--- src/rtl/miriscv_timer_pkg.sv ---
// Shared definitions for the miriscv timer: register offsets, CTRL layout and byte-lane merge.
package miriscv_timer_pkg;

    localparam logic [4:0] TIMER_CTRL_OFF     = 5'h00;
    localparam logic [4:0] TIMER_PRESCALE_OFF = 5'h04;
    localparam logic [4:0] TIMER_COUNT_OFF    = 5'h08;
    localparam logic [4:0] TIMER_COMPARE_OFF  = 5'h0C;
    localparam logic [4:0] TIMER_STATUS_OFF   = 5'h10;

    localparam int unsigned CTRL_EN_BIT      = 0;
    localparam int unsigned CTRL_IE_BIT      = 1;
    localparam int unsigned CTRL_ONESHOT_BIT = 2;

    typedef struct packed {
        logic oneshot;
        logic ie;
        logic en;
    } timer_ctrl_t;

    function automatic logic [31:0] apply_be(input logic [31:0] old_val,
                                             input logic [31:0] wdata,
                                             input logic [3:0]  be);
        logic [31:0] res;
        res = old_val;
        for (int i = 0; i < 4; i++) begin
            if (be[i]) res[8*i +: 8] = wdata[8*i +: 8];
        end
        return res;
    endfunction

endpackage

--- src/rtl/miriscv_timer_prescaler.sv ---
// Tick generator: one tick every PRESCALE+1 enabled cycles.
// Built only with MIRISCV_TIMER_PRESCALER_EN; otherwise every enabled cycle is a tick.
module miriscv_timer_prescaler #(
    parameter int unsigned PRESCALE_W = 16
) (
    input  logic                  clk_i,
    input  logic                  rst_n_i,
    input  logic                  en_i,
    input  logic                  clr_i,
    input  logic [PRESCALE_W-1:0] prescale_i,
    output logic                  tick_o
);

`ifdef MIRISCV_TIMER_PRESCALER_EN
    logic [PRESCALE_W-1:0] pcnt_q, pcnt_d;

    assign tick_o = en_i && (pcnt_q == prescale_i);

    // A prescale below pcnt is only reached after pcnt wraps through 2^PRESCALE_W.
    always_comb begin
        pcnt_d = pcnt_q + 1'b1;
        if (!en_i || tick_o || clr_i) pcnt_d = '0;
    end

    always_ff @(posedge clk_i or negedge rst_n_i) begin
        if (!rst_n_i) pcnt_q <= '0;
        else          pcnt_q <= pcnt_d;
    end
`else
    logic unused_prescaler;
    assign unused_prescaler = ^{clk_i, rst_n_i, clr_i, prescale_i};
    assign tick_o = en_i;
`endif

endmodule

--- src/rtl/miriscv_timer.sv ---
// Memory-mapped 32-bit compare timer with level interrupt request.
// Optional prescaler enabled by defining MIRISCV_TIMER_PRESCALER_EN.
module miriscv_timer
    import miriscv_timer_pkg::*;
#(
    parameter int unsigned PRESCALE_W = 16
) (
    input  logic        clk_i,
    input  logic        rst_n_i,
    input  logic        req_i,
    input  logic        we_i,
    input  logic [3:0]  be_i,
    input  logic [31:0] addr_i,
    input  logic [31:0] wdata_i,
    output logic [31:0] rdata_o,
    output logic        int_req_o,
    input  logic        int_fin_i
);

    timer_ctrl_t           ctrl_q, ctrl_d;
    logic [31:0]           count_q, count_d;
    logic [31:0]           compare_q, compare_d;
    logic                  match_q, match_d;
    logic [PRESCALE_W-1:0] prescale_q;
    logic [4:0]            off;
    logic                  wr, wr_ctrl, wr_count, wr_compare, wr_status;
    logic                  tick, hit;
    logic                  unused_addr;

    assign unused_addr = ^{addr_i[31:5], addr_i[1:0]};

    assign off        = {addr_i[4:2], 2'b00};
    assign wr         = req_i & we_i;
    assign wr_ctrl    = wr && (off == TIMER_CTRL_OFF) && be_i[0];
    assign wr_count   = wr && (off == TIMER_COUNT_OFF);
    assign wr_compare = wr && (off == TIMER_COMPARE_OFF);
    assign wr_status  = wr && (off == TIMER_STATUS_OFF) && be_i[0];

`ifdef MIRISCV_TIMER_PRESCALER_EN
    logic [31:0] prescale_merged;

    assign prescale_merged = apply_be(32'(prescale_q), wdata_i, be_i);

    always_ff @(posedge clk_i or negedge rst_n_i) begin
        if (!rst_n_i) begin
            prescale_q <= '0;
        end else if (wr && (off == TIMER_PRESCALE_OFF)) begin
            prescale_q <= prescale_merged[PRESCALE_W-1:0];
        end
    end
`else
    assign prescale_q = '0;
`endif

    miriscv_timer_prescaler #(
        .PRESCALE_W (PRESCALE_W)
    ) u_prescaler (
        .clk_i      (clk_i),
        .rst_n_i    (rst_n_i),
        .en_i       (ctrl_q.en),
        .clr_i      (wr_count),
        .prescale_i (prescale_q),
        .tick_o     (tick)
    );

    assign hit = tick && (count_q == compare_q);

    // Software writes beat tick effects; a tick match beats any MATCH clear.
    always_comb begin
        ctrl_d    = ctrl_q;
        count_d   = count_q;
        compare_d = compare_q;
        match_d   = match_q;

        if (wr_ctrl)                      ctrl_d    = timer_ctrl_t'(wdata_i[2:0]);
        else if (hit && ctrl_q.oneshot)   ctrl_d.en = 1'b0;

        if (wr_count)  count_d = apply_be(count_q, wdata_i, be_i);
        else if (tick) count_d = hit ? 32'd0 : count_q + 32'd1;

        if (wr_compare) compare_d = apply_be(compare_q, wdata_i, be_i);

        if (hit)                                           match_d = 1'b1;
        else if (int_fin_i || (wr_status && wdata_i[0]))   match_d = 1'b0;
    end

    always_ff @(posedge clk_i or negedge rst_n_i) begin
        if (!rst_n_i) begin
            ctrl_q    <= '0;
            count_q   <= '0;
            compare_q <= '0;
            match_q   <= 1'b0;
        end else begin
            ctrl_q    <= ctrl_d;
            count_q   <= count_d;
            compare_q <= compare_d;
            match_q   <= match_d;
        end
    end

    always_comb begin
        rdata_o = '0;
        case (off)
            TIMER_CTRL_OFF:     rdata_o = {29'd0, ctrl_q};
            TIMER_PRESCALE_OFF: rdata_o = 32'(prescale_q);
            TIMER_COUNT_OFF:    rdata_o = count_q;
            TIMER_COMPARE_OFF:  rdata_o = compare_q;
            TIMER_STATUS_OFF:   rdata_o = {31'd0, match_q};
            default:            rdata_o = '0;
        endcase
    end

    assign int_req_o = match_q & ctrl_q.ie;

endmodule

--- config.mk ---
export PLATFORM = sky130hd
export DESIGN_NAME = miriscv_timer
export DESIGN_NICKNAME = d
export VERILOG_FILES = /design/src/rtl/miriscv_timer_pkg.sv /design/src/rtl/miriscv_timer_prescaler.sv /design/src/rtl/miriscv_timer.sv
export SDC_FILE = /design/constraint.sdc
export NUM_CORES = 1
export LEC_CHECK = 0
export CORE_AREA = 3 3 91 110
export CTS_BUF_LIST = sky130_fd_sc_hd__clkbuf_4 sky130_fd_sc_hd__clkbuf_8
export DETAILED_ROUTE_END_ITERATION = 7
export DIE_AREA = 0 0 94 113
export DONT_BUFFER_PORTS = 1
export HOLD_SLACK_MARGIN = 0.06
export PLACE_DENSITY_LB_ADDON = 0.15
export SKIP_LAST_GASP = 1
export SYNTH_ARGS = -nofsm -noshare
export SYNTH_HDL_FRONTEND = slang
export SYNTH_SLANG_ARGS = --single-unit
--- constraint.sdc ---
create_clock -name clk_i -period 2.8 [get_ports clk_i]
set_clock_uncertainty 0.1 [all_clocks]
set_input_delay 0.28 -clock clk_i [delete_from_list [all_inputs] [get_ports clk_i]]
set_output_delay 0.28 -clock clk_i [all_outputs]
set_load 0.02 [all_outputs]
==> impl_metrics.py, run 1 <==
metrics = {
    "outcome": {
        "status": "completed",
    },
    "clock_tree": {
        "cts_tree": "done",
        "cts_htree_levels": 3,
        "clock_latency_ns": 0.36,
        "path_clk_slew_ns": 0.07,
        "cts.sinks": 68,
        "cts_max_path_buffers": 2,
        "cts_inserted_buffers": 9,
        "cts_root_buffer": "clkbuf_8",
    },
    "critical_path": {
        "required_ns": 2.89,
        "end_kind": "flop",
        "path_class": "flop to flop",
        "worstSetupStartpointType": "flop",
        "crit_arrival_ns": 2.54,
        "cp_max_fo": 22,
    },
    "timing": {
        "final-hold-violation-count": 0,
        "finalMaxSlewViolations": 0,
        "period_needed_ns": 2.45,
        "finalSetupViolCount": 0,
        "slew_headroom_pct": 26.3,
        "fmax_mhz": 409,
        "tns_ns": 0,
        "min_period_over_period_pct": 87.3,
        "rsz0062_at_grt": "false",
        "holdWs_ns": 0.0814,
        "worstMarginPinSlew_ns": 1.11,
        "fin_ws_ns": 0.354,
    },
    "synth": {
        "synthFlopType": "dfrtp_1",
        "mappedNetlistArea_um2": 4470,
        "yosys.area_share.adder_pct": 0.280,
        "synth-xor-area-share_pct": 6.27,
        "synth_top_family_by_area": "simple AND/OR/NAND/NOR gates",
        "synth-compound-area-share_pct": 18.1,
        "ys_ff_latch": 68,
        "yosys_warnings": 0,
        "synth_fp_nets": 561,
        "synth_enable_flop_cells": 0,
        "synthCells": 487,
        "synthSimpleGateAreaFrac_pct": 22.5,
        "synthDistinctLibCells": 55,
        "ys_async_sr_fraction_pct": 100,
        "syn_area_per_cell_um2": 9.18,
        "ys_seq_area_share_pct": 38.0,
        "synthMuxAreaShare_pct": 9.43,
    },
    "detailed_routing": {
        "num_vias": 4097,
        "post_drt_wl_per_cell_um": 21.3,
        "ant_nets": 0,
        "drtIter0Drc": 399,
        "wirelength_mm": 13.7,
        "drc_errors": 0,
        "detail_route.first_pass.iterations": 5,
        "vias_per_cell": 6.39,
    },
    "floorplanning": {
        "rows": 38,
        "io_pins": 106,
        "die_h_um": 113,
        "initial_utilization_pct": 49.5,
        "dieArea_um2": 10600,
        "coreArea_um2": 9030,
        "die_w_um": 94,
    },
    "grt": {
        "antenna_found_initial": 0,
        "gr-usage-all-layers_pct": 26.7,
        "grt_pass1_vias": 4026,
        "grt_overflow": 0,
        "grt_max_degree": 69,
        "grt_pass1_wl_mm": 21.9,
    },
    "job": {
        "drv_cap": 0,
    },
    "placed_design": {
        "port_buffers": 0,
        "post-place-ws_ns": 0.394,
        "gp_congestion": 0.849,
        "dp_hpwl_mm": 9.14,
    },
    "final_layout": {
        "nNetsFinal": 591,
        "utilization_pct": 57.3,
        "fillers": 830,
        "syn_to_final_growth_pct": 15.8,
        "drive_above_1_share_pct": 16.1,
        "diodes": 0,
    },
    "power_and_ir_drop": {
        "power.internal_mw": 2.12,
        "p_seq_share_pct": 42.4,
        "power_switching_mw": 1.35,
        "p_leak_nw": 2.07,
        "finalPower_mw": 3.47,
        "comb_power_share_pct": 35.8,
        "ir_drop_mv": 0.326,
        "switching_share_pct": 38.9,
        "p_clk_share_pct": 21.9,
        "p_per_area_nw_per_um2": 670,
    },
    "worst_hold_path": {
        "hp-class": "input pin to flop",
    },
}
[what timing repair did]
action / CTS / global route
resized for setup: 0 / 0
hold buffers: 39 / 0
hold endpoints to repair: 125 / 0
setup buffers: 0 / 0
[cells in the mapped netlist (4+ instances only)]
library cell,n,area (µm²)
o22ai_1,4,25.0
and3_1,18,113
nand2_1,44,165
a21boi_0,5,37.5
nor2_1,16,60.1
a31oi_1,8,50.1
a22oi_1,9,67.6
mux2i_1,5,50.1
nand3_1,32,160
a32oi_1,7,61.3
a22o_1,22,193
o31ai_1,4,30.0
nor4_1,15,93.8
xor2_1,5,43.8
nor3_1,12,60.1
dfrtp_1,68,1700
o21ai_0,25,125
clkbuf_1,27,101
mux2_2,33,372
buf_2,8,40.0
nand4_1,21,131
or4_1,4,30.0
inv_1,11,41.3
xnor2_1,27,236
o211ai_1,6,45.0
a21oi_1,7,35.0
[state kept, by name, summed over array words and instances, names as in the netlist]
| name | cells |
|---|---|
| compare_q | 32 |
| count_q | 32 |
| ctrl_q | 3 |
| match_q | 1 |
[layer usage]
layer	global-route usage, %	routed length, µm	vias up	part of all wire (%)
met2	42.3	6680	171	49
met3	5.25	912	22	6.7
met5	0	0	-	0
met4	11.2	349	0	2.6
li1	-	-	1894	-
met1	35.5	5740	2010	42
[worst max-delay path, stage by stage (launching register included)]
cell and delay (ns):
dfrtp_1 0.45, xnor2_1 0.33, nand4_1 0.13, nor4_1 0.35, nand4_1 0.25, buf_4 0.29, nand2_1 0.14, buf_12 0.15
o31ai_1 0.08
[per-stage QoR]
stage / instance area [µm²] / std cells
after floorplan: 4470 / 487
after global placement: 4600 / 587
after detailed placement: 4600 / 587
after CTS: 5180 / 641
after global routing: 5180 / 641
final: 5180 / 641
[cell type report]
cell class              count  area [µm²]  area share (%)
clock buffers              13         166            3.21
inverters                  11        41.3           0.797
multi-input cells         367        2530            48.9
clock inverters             2        10.0           0.193
flip-flops and latches     68        1700            32.9
repair buffers             60         578            11.2
well taps                 120         150            2.90
[cell usage in the layout (no fill, tap or decap), types with 2 or more instances in the layout]
cell type and instances:
mux2_2 33, clkbuf_8 11, a22o_1 22, or4_1 4
clkbuf_4 2, buf_4 20, a21oi_1 7, xnor2_1 27
nor2_1 16, xor2_1 5, nor4_1 15, and2_1 2
clkinv_2 2, o211ai_2 2, or3_1 3, mux2i_1 5
nor3_1 12, inv_1 11, a32oi_1 7, nand4_1 21
dfrtp_1 68, and4_1 3, o21ai_0 25, and3_1 18
or2_2 3, nand3_1 32, dlygate4sd3_1 38, nand2_1 44
o211ai_1 6, o2111ai_1 3, a31oi_1 8, nor2b_1 2
a22oi_1 9, o22ai_1 4, a21boi_0 5, o31ai_1 4
[logic make-up (layout without fill, tap and decap cells)]
group | after synthesis | in the layout
simple gates | 185 | 185
compound gates | 111 | 111
flops | 68 | 68
buf+inv | 52 | 86
mux | 38 | 38
xor+xnor | 32 | 32
fa+ha+maj | 1 | 1
[final timing paths]
path / start / end / slack [ns] / cells after the start
max: count_q[29] / count_q[0] / 0.35 / 8
max in group asynchronous: rst_n_i / count_q[23] / 1.94 / 2
min: be_i[2] / count_q[18] / 0.08 / 2
max reg2reg: count_q[29] / count_q[0] / 0.35 / 8
min in group asynchronous: rst_n_i / count_q[3] / 0.38 / 2
min reg2reg: ctrl_q[1] / ctrl_q[1] / 0.45 / 1
[power groups by stage]
| stage | Clock [mW] | Sequential [mW] | Combinational, mW |
|---|---|---|---|
| CTS | 0.782 | 1.47 | 1.24 |
| global placement | 0 | 1.47 | 1.14 |
| finish | 0.759 | 1.47 | 1.24 |
| detailed placement | 0 | 1.48 | 1.15 |
| global route | 0.822 | 1.50 | 1.36 |
| floorplan | 0 | 1.37 | 0.959 |
Note: power is estimated with default switching activity, not from simulation.
==> inputs of run 2 (changes only) <==
==> constraint.sdc (replaced) <==
create_clock -name clk_i -period 2.4 [get_ports clk_i]
set_clock_uncertainty 0.1 [all_clocks]
set_input_delay 0.24 -clock clk_i [delete_from_list [all_inputs] [get_ports clk_i]]
set_output_delay 0.24 -clock clk_i [all_outputs]
set_load 0.02 [all_outputs]
==> run 2 against run 1 <==
First-iteration DRC count down 27%; global-route usage shrank 0.070 points; sequential share of layout area is 1.7 points lower; flip-flop and latch count is the same; critical path depth is 1 lower; sequential power rose by 12%; fmax increased by 7.4%; hold slack worse by 0.0040 ns; die area stayed put.
==> impl_metrics.py, run 2 (synthesis results as in run 1) <==
metrics = {
    "grt": {
        "grt_overflow": 0,
        "gr-usage-all-layers_pct": 26.6,
        "grt_pass1_vias": 4083,
        "grt_pass1_wl_mm": 21.8,
        "grt_max_degree": 69,
        "antenna_found_initial": 0,
    },
    "final_layout": {
        "final_cell_mix": "dfrtp_1, buf_4, nand2_1, dlygate4sd3_1, mux2_2",
        "final_common_cell": "dfrtp_1",
        "fin_area_um2": 5470,
        "diodes": 0,
        "reg_top3": "compare_q: 32 flops, count_q: 32 flops, ctrl_q: 3 flops",
        "nNetsFinal": 622,
        "drive_above_1_share_pct": 20.6,
        "syn_to_final_growth_pct": 22.3,
        "fillers": 783,
    },
    "floorplanning": {
        "dieArea_um2": 10600,
        "rows": 38,
        "coreArea_um2": 9030,
        "die_w_um": 94,
        "io_pins": 106,
        "initial_utilization_pct": 49.5,
        "die_h_um": 113,
    },
    "critical_path": {
        "critPathMostFrequentCell": "nand4_1",
        "end_kind": "flop",
        "path_class": "flop to flop",
        "max_stage_delay_ns": 0.40,
        "crit_slowest_cell": "dfrtp_1",
        "cp_num_buf_inv": 1,
        "cp_top_family": "simple AND/OR/NAND/NOR gates",
        "cp_max_fo": 5,
        "required_ns": 2.55,
        "worstSetupStartpointType": "flop",
        "crit_arrival_ns": 2.43,
        "cp_cell_sequence": "xnor2_1 > nand4_1 > nor4_1 > nand4_1 > buf_4 > a32o_1 > a221o_1",
    },
    "timing": {
        "period_needed_ns": 2.28,
        "rsz0062_at_grt": "true",
        "worstMarginPinSlew_ns": 1.14,
        "final-hold-violation-count": 0,
        "fmax_mhz": 439,
        "finalSetupViolCount": 0,
        "slew_headroom_pct": 24.2,
        "min_period_over_period_pct": 94.9,
        "holdWs_ns": 0.0773,
        "finalMaxSlewViolations": 0,
    },
    "placed_design": {
        "dp_hpwl_mm": 9.36,
        "port_buffers": 0,
        "placed_cell_area_um2": 4800,
        "gp_congestion": 0.866,
    },
    "detailed_routing": {
        "vias_per_cell": 6.26,
        "post_drt_wl_per_cell_um": 20.4,
        "detail_route.first_pass.iterations": 5,
        "drc_errors": 0,
        "num_vias": 4210,
        "ant_nets": 0,
        "drtIter0Drc": 293,
        "wirelength_mm": 13.7,
    },
    "clock_tree": {
        "cts_inserted_buffers": 9,
        "path_clk_slew_ns": 0.08,
        "cts_tree": "done",
        "cts_max_path_buffers": 2,
        "cts_htree_levels": 3,
        "cts.sinks": 68,
        "clock_latency_ns": 0.36,
        "cts_root_buffer": "clkbuf_8",
    },
    "power_and_ir_drop": {
        "p_per_area_nw_per_um2": 798,
        "p_leak_nw": 2.23,
        "finalPower_mw": 4.36,
        "ir_drop_mv": 0.361,
    },
    "job": {
        "drv_cap": 0,
    },
    "worst_hold_path": {
        "hp-class": "input pin to flop",
    },
    "outcome": {
        "status": "completed",
    },
}
## run 2: cell count changes in the layout (fill, tap and decap cells not counted)
cell	delta
nor4_2	+1
bufinv_16	+2
buf_4	+28
clkbuf_4	-1
clkinv_2	+1
dlygate4sd3_1	+3
nor4_1	-1
clkbuf_8	-1
## run 2: per-layer routing
layer | track usage [%] | part of all wire, %
met1 | 35.4 | 43
met2 | 43.1 | 49
met3 | 5.45 | 6.5
met4 | 9.06 | 1.5
met5 | 0 | 0
## run 2: repair_timing
| item | 4_1_cts | 5_1_grt |
|---|---|---|
| setup buffers | 0 | 1 |
| hold endpoints to repair | 134 | 0 |
| hold buffers | 42 | 0 |
| endpoints found under the setup margin | 0 | 3 |
| resized for setup | 0 | 1 |
## run 2: worst min-delay path: stages
cell      delay (ns)
nand3_1         0.05
a21boi_0        0.12
o211ai_1        0.09
## run 2: final timing paths
| check | slack [ns] | endpoint | startpoint | depth (start not counted) |
|---|---|---|---|---|
| worst min register to register | 0.44 | ctrl_q[1] | ctrl_q[1] | 1 |
| worst max register to register | 0.12 | count_q[11] | compare_q[29] | 7 |
| max in group asynchronous | 1.55 | compare_q[18] | rst_n_i | 2 |
| min in group asynchronous | 0.35 | count_q[16] | rst_n_i | 2 |
| worst min-delay path | 0.08 | count_q[8] | be_i[1] | 3 |
| worst max-delay path | 0.12 | count_q[11] | compare_q[29] | 7 |
## run 2: metrics by stage
step	utilization [%]	setup TNS, ns	instances	setup slack, ns
floorplan	-	0	487	0.366
global placement	53.1	0	614	0.223
detailed placement	53.1	0	614	0.190
CTS	60.4	0	672	0.162
global route	60.6	-0.0155	673	-0.0155
finish	60.6	0	673	0.122
## run 2: area by class of cell
cell class,count,area (µm²),share of cell area (%)
Timing Repair Buffer,91,818,15.0
Clock inverter,5,75.1,1.37
Tap cell,120,150,2.74
Clock buffer,11,145,2.65
Sequential cell,68,1700,31.1
Multi-Input combinational cell,367,2540,46.4
Inverter,11,41.3,0.755
## run 2: report_power, final
| part | internal [mW] | switching, mW |
|---|---|---|
| logic | 0.730 | 0.909 |
| registers | 1.39 | 0.258 |
| clock network | 0.620 | 0.456 |
